===== config.mk =====
export PLATFORM = sky130hd
export DESIGN_NAME = spi_host_ctrl_flat
export DESIGN_NICKNAME = d
export VERILOG_FILES = /design/src/rtl/spi_host_ctrl_pkg.sv /design/src/rtl/spi_host_ctrl_if.sv /design/src/rtl/spi_host_ctrl_fifo.sv /design/src/rtl/spi_host_ctrl.sv /design/src/flat_wrapper.sv
export SDC_FILE = /design/constraint.sdc
export NUM_CORES = 1
export LEC_CHECK = 0
export ABC_AREA = 1
export ABC_CLOCK_PERIOD_IN_PS = 2500
export BUFFER_PORTS_ARGS = -buffer_cell sky130_fd_sc_hd__buf_2
export CAP_MARGIN = 15
export CORE_MARGIN = 1
export CORE_UTILIZATION = 28
export DETAILED_ROUTE_END_ITERATION = 16
export GPL_TIMING_DRIVEN = 0
export PLACE_DENSITY = 0.45
export RECOVER_POWER = 25
export SETUP_SLACK_MARGIN = 0.4
export SYNTH_ARGS = -nofsm -noshare
export SYNTH_HDL_FRONTEND = slang
export SYNTH_SLANG_ARGS = --single-unit

===== constraint.sdc =====
create_clock -name clock -period 2.5 [get_ports clock]
set_input_delay 0.125 -clock clock [delete_from_list [all_inputs] [get_ports clock]]
set_output_delay 0.125 -clock clock [all_outputs]
set_load 0.02 [all_outputs]

===== src/rtl/spi_host_ctrl_pkg.sv =====
// Shared definitions for the SPI host register front end: bus register addresses,
// STATUS/CTRL bit positions and the transaction FSM state encoding.
package spi_host_ctrl_pkg;

    localparam logic [1:0] AddrData   = 2'd0;
    localparam logic [1:0] AddrStatus = 2'd1;
    localparam logic [1:0] AddrCtrl   = 2'd2;
    localparam logic [1:0] AddrClkdiv = 2'd3;

    // STATUS bit positions
    localparam int unsigned StatTxFull     = 0;
    localparam int unsigned StatTxEmpty    = 1;
    localparam int unsigned StatRxFull     = 2;
    localparam int unsigned StatRxEmpty    = 3;
    localparam int unsigned StatXferActive = 4;
    localparam int unsigned StatRxOverrun  = 5;
    localparam int unsigned StatTxOverflow = 6;

    // CTRL bit positions
    localparam int unsigned CtrlCpol  = 0;
    localparam int unsigned CtrlCpha  = 1;
    localparam int unsigned CtrlRun   = 2;
    localparam int unsigned CtrlIrqEn = 3;

    typedef enum logic [2:0] {
        StIdle,
        StIssue,
        StWaitStart,
        StWaitDone,
        StCapture
    } state_e;

endpackage


===== src/rtl/spi_host_ctrl_if.sv =====
// 8-bit peripheral bus between the CPU side (master) and the SPI host controller (slave).
//   addr   2-bit register address      wr_en/rd_en  one-cycle strobes
//   wdata  write data                  rdata        registered read data (cycle after rd_en)
//   irq    level interrupt
interface spi_host_ctrl_if;
    logic [1:0] addr;
    logic       wr_en;
    logic       rd_en;
    logic [7:0] wdata;
    logic [7:0] rdata;
    logic       irq;

    modport master (output addr, wr_en, rd_en, wdata, input rdata, irq);
    modport slave  (input addr, wr_en, rd_en, wdata, output rdata, irq);
endinterface


===== src/rtl/spi_host_ctrl_fifo.sv =====
// Synchronous show-ahead FIFO used for the TX and RX byte queues.
//   clock, reset_n   system clock, async active-low reset (pointers only)
//   push_i, wdata_i  write request and data; dropped when full unless a pop lands same cycle
//   pop_i            read request; ignored when empty
//   rdata_o          head entry, combinational
//   full_o, empty_o  occupancy flags
module spi_host_ctrl_fifo #(
    parameter int unsigned Width = 8,
    parameter int unsigned Depth = 4,
    parameter int unsigned Aw    = 2
) (
    input  logic             clock,
    input  logic             reset_n,
    input  logic             push_i,
    input  logic [Width-1:0] wdata_i,
    input  logic             pop_i,
    output logic [Width-1:0] rdata_o,
    output logic             full_o,
    output logic             empty_o
);
    // One extra pointer bit distinguishes full from empty.
    logic [Aw:0]      wptr_q, rptr_q;
    logic [Width-1:0] mem_q [Depth];
    logic             do_push, do_pop;

    assign full_o  = (wptr_q[Aw] != rptr_q[Aw]) && (wptr_q[Aw-1:0] == rptr_q[Aw-1:0]);
    assign empty_o = (wptr_q == rptr_q);
    assign do_pop  = pop_i && !empty_o;
    // A pop in the same cycle frees the slot, so a push into a full FIFO still lands.
    assign do_push = push_i && (!full_o || do_pop);
    assign rdata_o = mem_q[rptr_q[Aw-1:0]];

    always_ff @(posedge clock or negedge reset_n) begin
        if (!reset_n) begin
            wptr_q <= '0;
            rptr_q <= '0;
        end else begin
            if (do_push) wptr_q <= wptr_q + {{Aw{1'b0}}, 1'b1};
            if (do_pop)  rptr_q <= rptr_q + {{Aw{1'b0}}, 1'b1};
        end
    end

    always_ff @(posedge clock) begin
        if (do_push) mem_q[wptr_q[Aw-1:0]] <= wdata_i;
    end
endmodule


===== src/rtl/spi_host_ctrl.sv =====
// CPU-facing register front end for spi_core. Queues TX/RX bytes, issues one-byte
// transactions to spi_core and captures the received byte when each one completes.
//   clock, reset_n      system clock, async active-low reset
//   bus                 peripheral bus (slave side): DATA/STATUS/CTRL/CLKDIV registers, irq
//   spi_enable_o        one-cycle start pulse to spi_core
//   spi_cpol_o/cpha_o   CTRL mode bits; spi_cont_o tied low
//   spi_clk_div_o       CLKDIV register
//   spi_tx_data_o       TX FIFO head
//   spi_busy_i          spi_core busy (high out of spi_core reset)
//   spi_rx_data_i       byte received by spi_core
module spi_host_ctrl
    import spi_host_ctrl_pkg::*;
#(
    parameter int unsigned FIFO_DEPTH = 4,
    parameter int unsigned FIFO_AW    = 2
) (
    input  logic                  clock,
    input  logic                  reset_n,
    spi_host_ctrl_if.slave        bus,
    output logic                  spi_enable_o,
    output logic                  spi_cpol_o,
    output logic                  spi_cpha_o,
    output logic                  spi_cont_o,
    output logic [7:0]            spi_clk_div_o,
    output logic [7:0]            spi_tx_data_o,
    input  logic                  spi_busy_i,
    input  logic [7:0]            spi_rx_data_i
);
    state_e     state_q, state_d;
    logic [3:0] ctrl_q, ctrl_d;
    logic [7:0] clkdiv_q, clkdiv_d;
    logic [7:0] rdata_q, rdata_d;
    logic       rx_overrun_q, rx_overrun_d;
    logic       tx_overflow_q, tx_overflow_d;

    logic       wr_data, rd_data, wr_status;
    logic       tx_pop, rx_push;
    logic       tx_full, tx_empty, rx_full, rx_empty;
    logic [7:0] rx_head;
    logic       xfer_active;
    logic [7:0] status;

    assign wr_data   = bus.wr_en && (bus.addr == AddrData);
    assign rd_data   = bus.rd_en && (bus.addr == AddrData);
    assign wr_status = bus.wr_en && (bus.addr == AddrStatus);
    assign tx_pop    = (state_q == StIssue);
    assign rx_push   = (state_q == StCapture);

    spi_host_ctrl_fifo #(.Width(8), .Depth(FIFO_DEPTH), .Aw(FIFO_AW)) u_tx_fifo (
        .clock   (clock),
        .reset_n (reset_n),
        .push_i  (wr_data),
        .wdata_i (bus.wdata),
        .pop_i   (tx_pop),
        .rdata_o (spi_tx_data_o),
        .full_o  (tx_full),
        .empty_o (tx_empty)
    );

    spi_host_ctrl_fifo #(.Width(8), .Depth(FIFO_DEPTH), .Aw(FIFO_AW)) u_rx_fifo (
        .clock   (clock),
        .reset_n (reset_n),
        .push_i  (rx_push),
        .wdata_i (spi_rx_data_i),
        .pop_i   (rd_data),
        .rdata_o (rx_head),
        .full_o  (rx_full),
        .empty_o (rx_empty)
    );

    assign xfer_active = (state_q != StIdle);
    assign status = {1'b0, tx_overflow_q, rx_overrun_q, xfer_active,
                     rx_empty, rx_full, tx_empty, tx_full};

    // Register writes, sticky flags (set wins over W1C) and read mux.
    always_comb begin
        ctrl_d        = ctrl_q;
        clkdiv_d      = clkdiv_q;
        rdata_d       = rdata_q;
        tx_overflow_d = tx_overflow_q;
        rx_overrun_d  = rx_overrun_q;

        if (bus.wr_en && (bus.addr == AddrCtrl))   ctrl_d   = bus.wdata[3:0];
        if (bus.wr_en && (bus.addr == AddrClkdiv)) clkdiv_d = bus.wdata;

        if (wr_status && bus.wdata[StatTxOverflow]) tx_overflow_d = 1'b0;
        if (wr_status && bus.wdata[StatRxOverrun])  rx_overrun_d  = 1'b0;
        if (wr_data && tx_full && !tx_pop)          tx_overflow_d = 1'b1;
        // RX full implies not empty, so a bus read here always frees a slot.
        if (rx_push && rx_full && !rd_data)         rx_overrun_d  = 1'b1;

        if (bus.rd_en) begin
            unique case (bus.addr)
                AddrData:   rdata_d = rx_empty ? 8'h00 : rx_head;
                AddrStatus: rdata_d = status;
                AddrCtrl:   rdata_d = {4'b0000, ctrl_q};
                default:    rdata_d = clkdiv_q;
            endcase
        end
    end

    always_comb begin
        state_d      = state_q;
        spi_enable_o = 1'b0;
        unique case (state_q)
            StIdle: begin
                if (ctrl_q[CtrlRun] && !tx_empty && !spi_busy_i) state_d = StIssue;
            end
            StIssue: begin
                spi_enable_o = 1'b1;
                state_d      = StWaitStart;
            end
            StWaitStart: if (spi_busy_i)  state_d = StWaitDone;
            StWaitDone:  if (!spi_busy_i) state_d = StCapture;
            StCapture:   state_d = StIdle;
            default:     state_d = StIdle;
        endcase
    end

    always_ff @(posedge clock or negedge reset_n) begin
        if (!reset_n) begin
            state_q       <= StIdle;
            ctrl_q        <= '0;
            clkdiv_q      <= '0;
            rdata_q       <= '0;
            tx_overflow_q <= 1'b0;
            rx_overrun_q  <= 1'b0;
        end else begin
            state_q       <= state_d;
            ctrl_q        <= ctrl_d;
            clkdiv_q      <= clkdiv_d;
            rdata_q       <= rdata_d;
            tx_overflow_q <= tx_overflow_d;
            rx_overrun_q  <= rx_overrun_d;
        end
    end

    assign bus.rdata     = rdata_q;
    assign bus.irq       = ctrl_q[CtrlIrqEn] & (!rx_empty | rx_overrun_q | (tx_empty & !xfer_active));
    assign spi_cpol_o    = ctrl_q[CtrlCpol];
    assign spi_cpha_o    = ctrl_q[CtrlCpha];
    assign spi_cont_o    = 1'b0;
    assign spi_clk_div_o = clkdiv_q;
endmodule


===== src/flat_wrapper.sv =====
// flat-port wrapper written by rule: the top's interface ports become plain ports
module spi_host_ctrl_flat import spi_host_ctrl_pkg::*;
#(
    parameter int unsigned FIFO_DEPTH = 4,
    parameter int unsigned FIFO_AW    = 2
)
  (clock, reset_n, spi_enable_o, spi_cpol_o, spi_cpha_o, spi_cont_o, spi_clk_div_o, spi_tx_data_o, spi_busy_i, spi_rx_data_i, bus_addr, bus_wr_en, bus_rd_en, bus_wdata, bus_rdata, bus_irq);
  spi_host_ctrl_if bus_i ();
  input  logic clock;
  input  logic reset_n;
  output logic spi_enable_o;
  output logic spi_cpol_o;
  output logic spi_cpha_o;
  output logic spi_cont_o;
  output logic [7:0] spi_clk_div_o;
  output logic [7:0] spi_tx_data_o;
  input  logic spi_busy_i;
  input  logic [7:0] spi_rx_data_i;
  input wire logic [$bits(bus_i.addr)-1:0] bus_addr;
  input wire logic [$bits(bus_i.wr_en)-1:0] bus_wr_en;
  input wire logic [$bits(bus_i.rd_en)-1:0] bus_rd_en;
  input wire logic [$bits(bus_i.wdata)-1:0] bus_wdata;
  output wire logic [$bits(bus_i.rdata)-1:0] bus_rdata;
  output wire logic [$bits(bus_i.irq)-1:0] bus_irq;
  assign bus_i.addr = bus_addr;
  assign bus_i.wr_en = bus_wr_en;
  assign bus_i.rd_en = bus_rd_en;
  assign bus_i.wdata = bus_wdata;
  assign bus_rdata = bus_i.rdata;
  assign bus_irq = bus_i.irq;
  spi_host_ctrl #(.FIFO_DEPTH(FIFO_DEPTH), .FIFO_AW(FIFO_AW)) u_core (.clock(clock), .reset_n(reset_n), .bus(bus_i), .spi_enable_o(spi_enable_o), .spi_cpol_o(spi_cpol_o), .spi_cpha_o(spi_cpha_o), .spi_cont_o(spi_cont_o), .spi_clk_div_o(spi_clk_div_o), .spi_tx_data_o(spi_tx_data_o), .spi_busy_i(spi_busy_i), .spi_rx_data_i(spi_rx_data_i));
endmodule

==> impl_metrics.env, run 1 <==
export IMPL_grt_pass1_wl_um=16600
export IMPL_syn_avg_cell_area_um2=10.1
export IMPL_cts_sinks=101
export IMPL_synth_area_leaders="edfxtp_1 42%, dfrtp_1 20%, nand2_1 7.8%"
export IMPL_slew_limit_headroom_pct=40.2
export IMPL_cp_num_buf_inv=4
export IMPL_drt_met1_wl_um=4910
export IMPL_io_pins=52
export IMPL_drt_total_wl_um=10700
export IMPL_seq_area_frac_synth_pct=61.9
export IMPL_hold_viol_final=0
export IMPL_crit_path_frequent_cell="buf_2"
export IMPL_postSynthCellCount=457
export IMPL_regToRegStartpoint="u_core.state_q[1]$_DFFE_PN0P_"
export IMPL_critPathLaunchType="flop"
export IMPL_synth_seq_cells=101
export IMPL_required_ns=2.38
export IMPL_die_w_um=130
export IMPL_synth_top_area_share_pct=41.8
export IMPL_io_buffers=47
export IMPL_outcome="finished clean"
export IMPL_final_cells=745
export IMPL_vias_per_cell=4.35
export IMPL_drive_gt1_share_pct=18.0
export IMPL_cts_tree="yes"
export IMPL_crit_family="buffers and inverters"
export IMPL_antenna_found_initial=0
export IMPL_cp_max_fo=10
export IMPL_die_h_um=130
export IMPL_route_detailed_drc=0
export IMPL_crit_cells=6
export IMPL_fp_row_count=46
export IMPL_crit_path_cell_trace="buf_6 -> inv_1 -> buf_2 -> nor2_1 -> o22ai_1 -> buf_2"
export IMPL_clk_path_buf_depth=2
export IMPL_p_leak_nw=2.33
export IMPL_routedWlPerCell_um=14.4
export IMPL_insertedDiodeCount=0
export IMPL_numCtsBuffers=9
export IMPL_period_minus_slack_ns=1.98
export IMPL_drt_iter0_drc=158
export IMPL_overflow=0
export IMPL_setup_viol=0
export IMPL_synth_edf_count=64
export IMPL_die_area_mm2=0.0169
export IMPL_synth_distinct_cells=33
export IMPL_r2r_end="u_core.u_rx_fifo.mem_q[3][5]$_DFFE_PP_"
export IMPL_syn_num_nets=490
export IMPL_slew_viol_final=0
export IMPL_crit_arrival_ns=1.86
export IMPL_final_nets=557
export IMPL_path_clk_slew_ns=0.07
export IMPL_highest_layer="met4"
export IMPL_drv_cap=0
export IMPL_rsz0062_at_grt="yes"
export IMPL_area_delta_synth_final_pct=19.0
export IMPL_coreArea_mm2=0.0159
export IMPL_max_vdd_ir_drop_v=0.000448
export IMPL_power_density_mw_per_mm2=1040
export IMPL_start_util_pct=28.8
export IMPL_grt_pass1_vias=3111
export IMPL_yosysWarnings=0
export IMPL_fin_crit_sh_pct=79.4
export IMPL_met3_length_um=406
export IMPL_synth_ff_type="edfxtp_1"
export IMPL_worst_slew_pin_slew_ns=0.897
export IMPL_regToRegSetupSlack_ns=0.53
export IMPL_critPathMaxStageDelay_ns=0.40
export IMPL_place_congestion=0.756
export IMPL_vias=3244
export IMPL_drt_pass1_iterations=4
export IMPL_cts_root_buffer="clkbuf_16"
export IMPL_htree_levels=3
export IMPL_dp_cells=720
export IMPL_max_freq_mhz=504
export IMPL_dpl_hpwl_um=7740
export IMPL_finalSetupTns_ns=0
export IMPL_grt_max_degree=38
export IMPL_synth_async_reset_ratio_pct=36.6
export IMPL_routed_wl_met2_um=5200
export IMPL_grtUsageTotal_pct=13.5
export IMPL_slowest_stage="dfrtp_1"
export IMPL_worst_setup_path_end_kind="primary output"
export IMPL_clock_latency_ns=0.34
export IMPL_synth_area_leader_cell="edfxtp_1"
export IMPL_final_antenna_net_count=0
export IMPL_syn_area_mm2=0.00460
export IMPL_cp_startpoint="u_core.u_tx_fifo.rptr_q[0]$_DFFE_PN0P_"
export IMPL_worst_setup_path_type="flop to primary output"
export IMPL_rr_worst_depth=3
export IMPL_crit_end="spi_tx_data_o[3]"
export IMPL_fin_worst_skew_ns=0.00524
export IMPL_min_path_type="primary input to flop"
[sequential cells by signal (all words and copies together), names as in the netlist, 3 cells and up]
register                 cells
u_core.spi_clk_div_o         8
u_core.u_rx_fifo.wptr_q      3
u_core.ctrl_q                4
u_core.bus.rdata             8
u_core.u_tx_fifo.rptr_q      3
u_core.u_tx_fifo.mem_q      32
u_core.u_tx_fifo.wptr_q      3
u_core.state_q               3
u_core.u_rx_fifo.mem_q      32
u_core.u_rx_fifo.rptr_q      3
[metrics by stage]
stage / cell area, um^2 / power, W / setup WS (ns) / hold WS (ns) / util, %
final: 5470 / 0.00567 / 0.516 / 0.0853 / 34.3
after global routing: 5470 / 0.00608 / 0.346 / 0.0897 / 34.3
after CTS: 5470 / 0.00574 / 0.252 / 0.00599 / 34.3
after detailed placement: 5100 / 0.00440 / 0.236 / 0.301 / 32.0
after global placement: 5100 / 0.00437 / 0.306 / 0.297 / 32.0
after floorplan: 4600 / 0.00375 / 0.618 / -0.171 / -
[layer usage]
layer | up-vias | global-route usage (%)
li1 | 1639 | -
met1 | 1537 | 16.6
met2 | 57 | 22.8
met3 | 11 | 3.57
met4 | 0 | 4.31
met5 | - | 0
[cell families after synthesis]
group / count (synthesis) / synth area share [%]
AO/OA/AOI/OAI: 64 / 7.38
XOR/XNOR: 7 / 1.66
adder cells (fa/ha/maj): 10 / 2.72
buffers and inverters: 72 / 6.78
flip-flops: 101 / 61.9
multiplexers: 2 / 0.490
other: 1 / 0.0816
AND/OR/NAND/NOR: 200 / 18.9
[where the power goes]
part | total [W] | switching [W] | internal (W) | leakage (nW)
registers | 0.00222 | 0.000206 | 0.00201 | 1.04
clock network | 0.00130 | 0.000622 | 0.000679 | 0.136
logic | 0.00215 | 0.00142 | 0.000728 | 1.16
[final cells by class]
cell class | count | area [um^2]
inverters | 59 | 224
multi-input cells | 284 | 1460
clock inverters | 7 | 47.5
fillers | 1692 | 10500
plain buffers | 13 | 87.6
well taps | 216 | 270
repair buffers | 56 | 304
flip-flops and latches | 101 | 2850
clock buffers | 9 | 225
[synthesized netlist by cell type (7+ instances only)]
cell type  count
a21oi_1        9
buf_2          7
dfrtp_1       37
edfxtp_1      64
ha_1          10
inv_1         48
inv_2          9
nand2_1       95
nand2_2        8
nand3_1       32
nor2_1        51
o21ai_0       34
o21ai_1        7
o22ai_1       12
[repair_timing]
action | CTS | global route
buffers inserted | 0 | 1
hold buffers | 8 | 0
gates resized for setup | 4 | 5
endpoints found under the setup margin | 56 | 41
pin swaps | 0 | 1
hold endpoints to repair | 65 | 0
[cell usage in the layout (no fill, tap or decap), types with 2 or more instances in the layout]
cell type / instances
o21ai_0: 34
nand3_1: 32
nor2_1: 43
nand2_1: 95
buf_4: 3
inv_1: 48
nand2_2: 8
nand2_4: 2
ha_1: 10
nor3_1: 2
inv_2: 9
dlygate4sd3_1: 8
xnor2_1: 2
o21ai_1: 7
xnor2_2: 2
edfxtp_1: 64
a21oi_1: 9
nand4_1: 4
clkinv_1: 3
xor2_1: 3
buf_2: 39
clkbuf_16: 9
inv_6: 3
mux2_1: 2
dfrtp_1: 37
nor2_4: 3
o22ai_1: 12
clkbuf_1: 16
nor2_2: 9
buf_6: 3
[worst min path at each step]
stage                      start                                endpoint  depth (start not counted)
floorplan                reset_n         u_core.bus.rdata[0]$_DFFE_PN0P_                          0
detailed placement       reset_n  u_core.u_tx_fifo.rptr_q[2]$_DFFE_PN0P_                          1
global placement         reset_n  u_core.u_tx_fifo.rptr_q[2]$_DFFE_PN0P_                          1
global route        bus_wdata[1]  u_core.u_tx_fifo.mem_q[3][1]$_DFFE_PP_                          1
finish              bus_wdata[1]  u_core.u_tx_fifo.mem_q[3][1]$_DFFE_PP_                          1
CTS                 bus_wdata[1]  u_core.u_tx_fifo.mem_q[3][1]$_DFFE_PP_                          1
Power figures use the tool's default switching activity.
==> run 2, diff against run 1 <==
--- a/config.mk
+++ b/config.mk
@@ -5,15 +5,15 @@
 export SDC_FILE = /design/constraint.sdc
 export NUM_CORES = 1
 export LEC_CHECK = 0
-export ABC_AREA = 1
-export ABC_CLOCK_PERIOD_IN_PS = 2500
+export ABC_AREA = 0
+export ABC_CLOCK_PERIOD_IN_PS = 1750
 export BUFFER_PORTS_ARGS = -buffer_cell sky130_fd_sc_hd__buf_2
 export CAP_MARGIN = 15
 export CORE_MARGIN = 1
 export CORE_UTILIZATION = 28
 export DETAILED_ROUTE_END_ITERATION = 16
 export GPL_TIMING_DRIVEN = 0
-export PLACE_DENSITY = 0.45
+export PLACE_DENSITY = 0.47
 export RECOVER_POWER = 25
 export SETUP_SLACK_MARGIN = 0.4
 export SYNTH_ARGS = -nofsm -noshare
==> constraint.sdc (replaced) <==
create_clock -name clock -period 1.75 [get_ports clock]
set_input_delay 0.0875 -clock clock [delete_from_list [all_inputs] [get_ports clock]]
set_output_delay 0.0875 -clock clock [all_outputs]
set_load 0.02 [all_outputs]
==> run 2 against run 1 <==
  * The flow now finishes with violations (setup timing)
  * Highest routed layer unchanged
  * Sequential power up 45%
  * Combinational power grew 87%
  * Global-route usage fell by 1.2 points
  * Sequential share of layout area shrank 3.5 points
  * Core utilization increased by 4.3 points
==> impl_metrics.env, run 2 <==
export IMPL_outcome="finished, violations left"
export IMPL_violations="setup timing"
export IMPL_yosysWarnings=0
export IMPL_final_cell_mix="64 x edfxtp_1, 36 x dfrtp_1, 29 x buf_2"
export IMPL_postSynthCellCount=269
export IMPL_crit_cells=6
export IMPL_overflow=0
export IMPL_drv_cap=0
export IMPL_rr_worst_depth=3
export IMPL_crit_path_cell_trace="buf_12 -> xnor2_4 -> and3_4 -> inv_2 -> o31a_1 -> buf_6"
export IMPL_antenna_found_initial=0
export IMPL_die_h_um=127
export IMPL_synth_area_leaders="edfxtp_1 44%, dfrtp_1 21%, mux4_2 8.3%"
export IMPL_grt_pass1_vias=2561
export IMPL_crit_end="bus_irq"
export IMPL_setup_viol=25
export IMPL_place_congestion=0.681
export IMPL_cts_tree="yes"
export IMPL_die_w_um=127
export IMPL_fp_row_count=45
export IMPL_required_ns=1.66
export IMPL_worst_setup_path_type="flop to primary output"
export IMPL_htree_levels=3
export IMPL_slowest_stage="dfrtp_1"
export IMPL_final_common_cell="edfxtp_1"
export IMPL_io_buffers=48
export IMPL_insertedDiodeCount=0
export IMPL_p_leak_nw=2.23
export IMPL_vias=2560
export IMPL_finalSetupTns_ns=-0.352
export IMPL_cp_max_fo=3
export IMPL_worst_slew_pin_slew_ns=0.885
export IMPL_synth_async_reset_ratio_pct=36.6
export IMPL_cts_root_buffer="clkbuf_16"
export IMPL_synth_ff_type="edfxtp_1"
export IMPL_vias_per_cell=4.53
export IMPL_finish_instance_area_mm2=0.00587
export IMPL_io_pins=52
export IMPL_drt_pass1_iterations=4
export IMPL_syn_num_nets=302
export IMPL_fin_worst_skew_ns=0.00936
export IMPL_critPathLaunchType="flop"
export IMPL_clock_latency_ns=0.34
export IMPL_clk_path_buf_depth=2
export IMPL_rsz0062_at_grt="yes"
export IMPL_max_vdd_ir_drop_v=0.000835
export IMPL_start_util_pct=28.6
export IMPL_regToRegSetupSlack_ns=-0.02
export IMPL_grtUsageTotal_pct=12.2
export IMPL_r2r_end="u_core.u_rx_fifo.mem_q[1][4]$_DFFE_PP_"
export IMPL_drive_gt1_share_pct=43.8
export IMPL_synth_area_leader_cell="edfxtp_1"
export IMPL_critPathMaxStageDelay_ns=0.41
export IMPL_setup_slack_ns=-0.0405
export IMPL_syn_area_mm2=0.00435
export IMPL_period_minus_slack_ns=1.79
export IMPL_crit_arrival_ns=1.70
export IMPL_slew_limit_headroom_pct=41.0
export IMPL_synth_top_area_share_pct=44.2
export IMPL_regToRegStartpoint="u_core.state_q[2]$_DFFE_PN0P_"
export IMPL_min_path_type="primary input to flop"
export IMPL_cts_sinks=101
export IMPL_seq_area_frac_synth_pct=65.4
export IMPL_cp_startpoint="u_core.u_rx_fifo.rptr_q[0]$_DFFE_PN0P_"
export IMPL_synth_most_common_cell="edfxtp_1"
export IMPL_fin_crit_sh_pct=102
export IMPL_holdWs_ns=0.0931
export IMPL_drt_iter0_drc=138
export IMPL_syn_avg_cell_area_um2=16.2
export IMPL_path_clk_slew_ns=0.07
export IMPL_grt_max_degree=38
export IMPL_die_area_mm2=0.0160
export IMPL_slew_viol_final=0
export IMPL_power_density_mw_per_mm2=1580
export IMPL_numCtsBuffers=9
export IMPL_final_antenna_net_count=0
export IMPL_hold_viol_final=0
export IMPL_worst_setup_path_end_kind="primary output"
export IMPL_drt_total_wl_um=9560
export IMPL_dpl_instance_area_mm2=0.00491
export IMPL_route_detailed_drc=0
export IMPL_netlist_top_cells_count="64 x edfxtp_1, 37 x dfrtp_1, 17 x nand2_1"
export IMPL_dpl_hpwl_um=6260
export IMPL_cp_num_buf_inv=3
export IMPL_synth_distinct_cells=45
export IMPL_coreArea_mm2=0.0152
export IMPL_synth_seq_cells=101
export IMPL_max_freq_mhz=559
export IMPL_synth_edf_count=64
export IMPL_routedWlPerCell_um=16.9
export IMPL_grt_pass1_wl_um=14500
export IMPL_area_delta_synth_final_pct=34.8
export IMPL_crit_family="flip-flops"
export IMPL_final_nets=405
export IMPL_power_w=0.00925
==> run 2: cell types whose count changed after synthesis, sizes merged, moves of 6 or more <==
cell / previous run / this run
inv: 58 / 8
o22ai: 12 / 0
xnor2: 4 / 10
mux2: 2 / 15
o21ai: 41 / 10
nand2: 105 / 17
and2: 0 / 9
nor2: 55 / 9
nand3: 33 / 5
mux4: 0 / 16
==> run 2: worst reg2reg max path, delay by kind of cell (launching register included) <==
family	cells	cell delay (ns)
AO/OA/AOI/OAI	1	0.32
AND/OR/NAND/NOR	2	0.73
flip-flops	1	0.43
==> run 2: layer usage <==
layer | track usage [%] | part of all wire (%) | up-vias
li1 | - | - | 1218
met1 | 14.8 | 43 | 1291
met2 | 21.5 | 53 | 47
met3 | 3.63 | 3.4 | 4
met4 | 2.73 | 0.66 | 0
met5 | 0 | 0 | -
==> run 2: logic make-up after synthesis <==
kind of cell             synth area share (%)
buffers and inverters                    2.39
other                                  0.0861
adder cells (fa/ha/maj)                  2.87
XOR/XNOR                                 3.54
AO/OA/AOI/OAI                            6.41
AND/OR/NAND/NOR                          7.13
multiplexers                             12.2
flip-flops                               65.4
==> run 2: final cells by class <==
type / instances / area [um^2]
buffer: 11 / 109
timing repair buffer: 90 / 732
clock inverter: 6 / 70.1
inverter: 8 / 35.0
clock buffer: 10 / 229
sequential: 101 / 2850
multi-input combinational: 151 / 1610
tap: 188 / 235
fill: 1448 / 9330
==> run 2: stage by stage <==
| stage | util, % | setup slack (ns) | instances |
|---|---|---|---|
| floorplan | - | 0.100 | 269 |
| global placement | 32.3 | -0.0636 | 505 |
| finish | 38.6 | -0.0405 | 565 |
| global route | 38.6 | -0.118 | 565 |
| detailed placement | 32.3 | -0.0799 | 505 |
| CTS | 37.2 | -0.0637 | 553 |
==> run 2: timing repair <==
item | CTS | global route
buffers inserted | 18 | 11
hold buffers | 12 | 0
endpoints found under the setup margin | 96 | 96
gates resized for setup | 45 | 29
hold endpoints to repair | 78 | 0
pin swaps | 18 | 11
cloned | 2 | 1
==> run 2: power breakdown <==
part           switching (W)  internal (W)
combinational        0.00180       0.00222
clock               0.000885       0.00112
sequential          0.000343       0.00288
==> run 2: how the worst min path moves through the flow <==
stage | start | endpoint | slack [ns] | depth (start not counted)
detailed placement | reset_n | u_core.u_rx_fifo.wptr_q[1]$_DFFE_PN0N_ | 0.27 | 1
finish | bus_wdata[2] | u_core.u_tx_fifo.mem_q[1][2]$_DFFE_PP_ | 0.09 | 1
global placement | reset_n | u_core.u_rx_fifo.wptr_q[1]$_DFFE_PN0N_ | 0.26 | 1
global route | bus_wdata[1] | u_core.u_tx_fifo.mem_q[0][1]$_DFFE_PP_ | 0.11 | 1
floorplan | reset_n | u_core.bus.rdata[0]$_DFFE_PN0P_ | -0.21 | 0
CTS | bus_wdata[2] | u_core.u_tx_fifo.mem_q[1][2]$_DFFE_PP_ | 0.007 | 1
